<file path="src/rtl/pc_ir_unit.sv">
// PC / IR / ALUOut holding stage of the multi-cycle CPU, with a sticky
// misaligned-target fault trap and a wrapping instruction-fetch counter.
module pc_ir_unit #(
  parameter logic [31:0] RESET_PC = 32'h0000_0000,
  parameter int          CNT_W    = 32
) (
  input  logic             clk,
  input  logic             reset,
  input  logic             PCWrite,
  input  logic             PCWriteCond,
  input  logic [1:0]       PCSource,
  input  logic             IRWrite,
  input  logic             Zero,
  input  logic [31:0]      ALUResult,
  input  logic [31:0]      RegRs,
  input  logic [31:0]      MemData,
  output logic [31:0]      PC,
  output logic [31:0]      Instruction,
  output logic [5:0]       OpCode,
  output logic [5:0]       Funct,
  output logic [31:0]      ALUOut,
  output logic             fault,
  output logic [31:0]      fault_pc,
  output logic [CNT_W-1:0] fetch_count
);

  logic [31:0]      pc_q, pc_d;
  logic [31:0]      ir_q, ir_d;
  logic [31:0]      aluout_q;
  logic             fault_q, fault_d;
  logic [31:0]      fault_pc_q, fault_pc_d;
  logic [CNT_W-1:0] cnt_q, cnt_d;
  logic             pc_en;
  logic [31:0]      next_pc;

  assign pc_en = PCWrite | (PCWriteCond & Zero);

  always_comb begin
    next_pc = ALUResult;
    case (PCSource)
      2'b00: next_pc = ALUResult;
      2'b01: next_pc = aluout_q;
      2'b10: next_pc = {pc_q[31:28], ir_q[25:0], 2'b00};
      2'b11: next_pc = RegRs;
      default: next_pc = ALUResult;
    endcase
  end

  // Everything except ALUOut freezes once faulted; a misaligned target never reaches PC.
  always_comb begin
    pc_d       = pc_q;
    ir_d       = ir_q;
    fault_d    = fault_q;
    fault_pc_d = fault_pc_q;
    cnt_d      = cnt_q;
    if (!fault_q) begin
      if (pc_en) begin
        if (next_pc[1:0] == 2'b00) begin
          pc_d = next_pc;
        end else begin
          fault_d    = 1'b1;
          fault_pc_d = next_pc;
        end
      end
      if (IRWrite) begin
        ir_d  = MemData;
        cnt_d = cnt_q + 1'b1;
      end
    end
  end

  always_ff @(posedge clk or negedge reset) begin
    if (!reset) begin
      pc_q       <= RESET_PC;
      ir_q       <= '0;
      aluout_q   <= '0;
      fault_q    <= 1'b0;
      fault_pc_q <= '0;
      cnt_q      <= '0;
    end else begin
      pc_q       <= pc_d;
      ir_q       <= ir_d;
      aluout_q   <= ALUResult;
      fault_q    <= fault_d;
      fault_pc_q <= fault_pc_d;
      cnt_q      <= cnt_d;
    end
  end

  assign PC          = pc_q;
  assign Instruction = ir_q;
  assign OpCode      = ir_q[31:26];
  assign Funct       = ir_q[5:0];
  assign ALUOut      = aluout_q;
  assign fault       = fault_q;
  assign fault_pc    = fault_pc_q;
  assign fetch_count = cnt_q;

endmodule
</file>
<file path="config.mk">
export PLATFORM = sky130hd
export DESIGN_NAME = pc_ir_unit
export DESIGN_NICKNAME = d
export VERILOG_FILES = /design/src/rtl/pc_ir_unit.sv
export SDC_FILE = /design/constraint.sdc
export NUM_CORES = 1
export LEC_CHECK = 0
export BUFFER_PORTS_ARGS = -buffer_cell sky130_fd_sc_hd__buf_4
export CORE_UTILIZATION = 32
export DETAILED_ROUTE_END_ITERATION = 10
export GPL_TIMING_DRIVEN = 0
export PLACE_DENSITY_LB_ADDON = 0.1
export SYNTH_ARGS = -nofsm -noshare
export SYNTH_HDL_FRONTEND = slang
export SYNTH_SLANG_ARGS = --single-unit
</file>
<file path="constraint.sdc">
create_clock -name clk -period 6 [get_ports clk]
set_input_delay 1.2 -clock clk [delete_from_list [all_inputs] [get_ports clk]]
set_output_delay 1.2 -clock clk [all_outputs]
set_load 0.005 [all_outputs]
</file>
Word-level counts from Yosys, hierarchy flattened:

Cells that the tools add are included.

* register bits: 161
* input bits: 104
* output and inout bits: 173

* add/subtract/negate cells: 1
* eq/ne operators: 3
* multiplexer cells: 4
* bitwise operators: 4
* reductions and logical operators: 5

Operators with widths (count)
* case mux 32 bit (4 select lines): 1
* adder 32 x 1 -> 32 bit, second input constant: 1
* AND reduction 3 bit: 2
* equality test 2 bit, second input constant: 2
* zero test 2 bit: 2
* two-way mux 1 bit: 3
* equality test 2 x 1 -> 1 bit, second input constant: 1
* inverter 1 bit: 2
* AND reduction 2 bit: 1
* bitwise AND 1 bit: 1
* bitwise OR 1 bit: 1

Logic depth before layout (Yosys ltp):

* word-level depth: 6
* gate-level depth with buffers: 6
* mapped depth without buffers: 5

Worst setup path before layout:

OpenSTA, ideal clock, no wires.

* kind: in2reg
* from: input PCSource[0]
* to: register pc_q[22] (netlist: PC[22])
* setup time: 0.127 ns
* arrival time: 2.796 ns
* data required time: 5.873 ns
* slack: 3.077 ns
* cell stages on the path: 4
* cell sequence: clkbuf_1 > clkbuf_1 > mux4_2 > mux2_1

* word-level cells in the longest chain between the ends: 4
* elaborated cells between the ends (all ways): 7

RTL lines
* start, declared: line 11 `input logic [1:0] PCSource,`
* equality test 2 bit, or another cell as far along: line 40 `case (PCSource)`
* case mux 32 bit (4 select lines) (*): line 40
* zero test 2 bit: line 58 `if (next_pc[1:0] == 2'b00) begin`
* AND reduction 3 bit (no line)
* end signal, assigned: line 81 `pc_q <= pc_d;`
* end, declared: line 27 `logic [31:0] pc_q, pc_d;`

Mark *: on every way between the ends. The rest lies on a longest branch, timed or not.
A chain may end at the register's enable or synchronous reset.

Final worst setup path:

Same ends and word-level chain as after synthesis.

==> impl_results.md <==
* Die area at 21520 sq um
* GRT Total Usage at 18.33%
* Vias per cell at 4.655
* Initial Util at 32.90%
* Setup bufs post-CTS at 0
* Tmin final at 2796 ps
* Initial antenna violation count at 0
* Clk_lat worst skew at 410 ps
* Worst reg2reg startpoint: fetch_count[0]
* PwrDens at 330.4 nW/um^2
* WHS Path Cells at 1
* Total Wirelength at 19.28 mm
* Final hold vios at 0
* Maxcap violations at 0
* Worst VDD drop at 0.1688 mV
* Post-route ant nets at 0
* Outcome: finished, final reports clean
* RD Place Congestion at 0.8486
* Post-CTS sizing at 0
* Met3 wire length at 1.181 mm
* CTS root buffer: clkbuf_16
* Max transition margin at 29.11%
* Num CTS Buffers at 17
* Syn nets at 595
* Leak Pwr at 4.756 nW
* CTS tree: done
* Drc violations at 0
* DRT iter0 DRCs at 206
* I/O Pins at 277
* HPWL after DPL at 14.55 mm
* Synth Warn # at 0
* Critical Path, Cell by Cell: clkbuf_1 -> clkbuf_1 -> mux4_2 -> mux2_1
* Post-Syn Area at 6700 sq um
* Routed WL per cell at 18.07 um
* Most common cell after layout, fill and taps aside: buf_4
* Core ar. at 20360 sq um
* CP Capture Type: register
* Commonest cells after routing, fill and taps aside: buf_4, dfrtp_1, nand2_1, mux2_2, mux4_2
* Final Net Count at 889
* Post-CTS Hold Buffers at 0
* CP Data Required Time at 6290 ps
* Hold WC Path Type: register to register
* Number of enable flip-flop cells after synthesis at 0
* Hold path endpoint: fetch_count[31]
* Comb pwr share at 23.2%
* # diodes at 0
* CP startpoint kind: primary input
* Most used cell along the critical path: clkbuf_1
* Pin count of the biggest net entering global routing at 102
* Non-filler cells in the finished layout at 1067
* Reg2Reg Setup Slack at 3660 ps
* Total negative slack at 0 ps
* Met2 WL at 9.796 mm
* Worst R2R End: fetch_count[28]
* FF+latch count, synth at 161
* Final count of negative-setup-slack endpoints at 0
* GRT Residual Overflow at 0
* Vias at 4967
* Slew Viols, Final at 0
* CP top delay family: buffers and inverters
* Clock transition at path regs at 70 ps
* Post-synth ARST share at 100.0%
* Critical path's slowest cell: clkbuf_1
* Num rows at 52
* 1st-pass router iterations at 4
* Internal power at 2.345 mW
* Sequential power share at 44.1%
* Fill count at 1868
* F_max at 357.6 MHz
* Placed cell area at 9130 sq um
* Main synth FF type: dfrtp_1
* RSZ-0062 raised after global routing: no
* Layout cell share with drive strength beyond 1 at 52.32%
* Avg Cell Area, Syn at 13.67 sq um
* Die X at 146.7 um
* Clk pwr share at 32.8%
* Worst-margin pin slew at 1055 ps
* WP buf/inv at 2
* Deepest clock path buffer count at 2
* Switching share of power at 26.86%
* Vias in the first global route at 5167
* Footprint of the multi-input gates at 2457 sq um
* Met1 Wirelength at 8.098 mm
* IO buf count at 274
* # clock sinks at 161
* Area delta synth->final at 44.78%
* Tcrit/Tclk final at 46.60%
* Psw at 0.8609 mW
* Clock Skews at 8.469 ps
* Path depth of the worst reg2reg path at 5
* Global-route wire length before repair at 30.17 mm
* Post-route cell area at 9701 sq um
* Die Y at 146.7 um
* Crit-path max cell delay at 750 ps
* Uppermost layer routed: met4
* Critical path arrival at 3080 ps
* CP Class: primary input to register
* Count of distinct cell types in the synthesized netlist at 33
* Post-synthesis sequential area ratio at 60.13%
* Hold Path Origin: fetch_count[31]
* Storage cell area at 4029 sq um
* Syn Inst Count at 490
* H-tree depth at 4
* Crit path max fanout at 10
* Placed insts at 1035
## registers in the layout, indices dropped and copies added, names as in the netlist
| signal | cells |
|---|---|
| ALUOut | 32 |
| Instruction | 32 |
| PC | 32 |
| fault | 1 |
| fault_pc | 32 |
| fetch_count | 32 |
## worst max-delay path by stage
stage | from | to | slack (ps) | cells after the start
6_report | PCSource[0] | PC[22] | 3200 | 4
3_5_place_dp | PCSource[0] | PC[22] | 2700 | 4
5_1_grt | PCSource[0] | PC[28] | 3020 | 4
3_3_place_gp | PCSource[0] | PC[22] | 2710 | 4
2_1_floorplan | PCSource[0] | PC[22] | 3080 | 4
4_1_cts | PCSource[0] | PC[28] | 3180 | 4
## per-layer routing
metal | up-vias | track usage, %
li1 | 2285 | -
met1 | 2490 | 23.50
met2 | 181 | 30.83
met3 | 11 | 4.224
met4 | 0 | 5.521
met5 | - | 0
## cell usage after synthesis (2+ instances only)
cell      count  area, sq um
nor4_1        2        12.51
and4_1        2        17.52
inv_1         2        7.510
xor2_1        5        43.79
nor3_1        3        15.01
mux2_1        4        45.04
nand4_1      12        75.07
mux2_2       57        641.9
buf_4        12        90.09
nor2b_1       3        18.77
nand3b_1      2        15.01
nor4_2        2        25.02
and3_1        2        12.51
a22o_1        3        26.28
mux4_2       30        675.7
dfrtp_1     161         4029
nor2_1        9        33.78
xnor2_1      26        227.7
nand2_1     110        412.9
buf_2         3        15.01
clkbuf_1     14        52.55
buf_6         4        45.04
nand3_1      12        60.06
## worst reg2reg max path, stage by stage (launching register included)
cell	delay, ps
dfrtp_1	430
ha_1	240
nand4b_1	220
nor4_2	950
nand4_1	210
xnor2_1	170
## cell families after synthesis
logic type | Yosys count | share of synthesized area [%]
compound gates | 7 | 0.9151
xor+xnor | 31 | 4.052
fa+ha+maj | 1 | 0.1867
buf+inv | 36 | 3.193
flops | 161 | 60.13
mux | 92 | 20.56
simple gates | 162 | 10.96
## stage by stage
stage               hold slack [ps]  setup slack, ps  total power [mW]  util (%)
finish                        483.8             3204             3.205     47.63
global route                  519.7             3018             3.378     47.63
CTS                           495.3             3178             3.255     47.63
detailed placement            477.5             2697             2.190     44.83
global placement              466.7             2708             2.169     44.66
floorplan                     468.3             3077             1.679         -
## layout make-up
type	instances	area share, %
well taps	270	3.483
clock buffers	19	4.566
inverters	2	0.07739
flip-flops and latches	161	41.53
multi-input cells	293	25.33
plain buffers	34	2.128
repair buffers	275	21.57
clock inverters	13	1.316
## power by group through the flow
stage	Clock (mW)	Combinational, mW	Sequential, mW
4_1_cts	1.08	0.760	1.41
3_5_place_dp	0	0.758	1.43
5_1_grt	1.13	0.805	1.44
6_report	1.05	0.743	1.41
3_3_place_gp	0	0.747	1.42
2_1_floorplan	0	0.259	1.42
(Power assumes the default switching activity.)
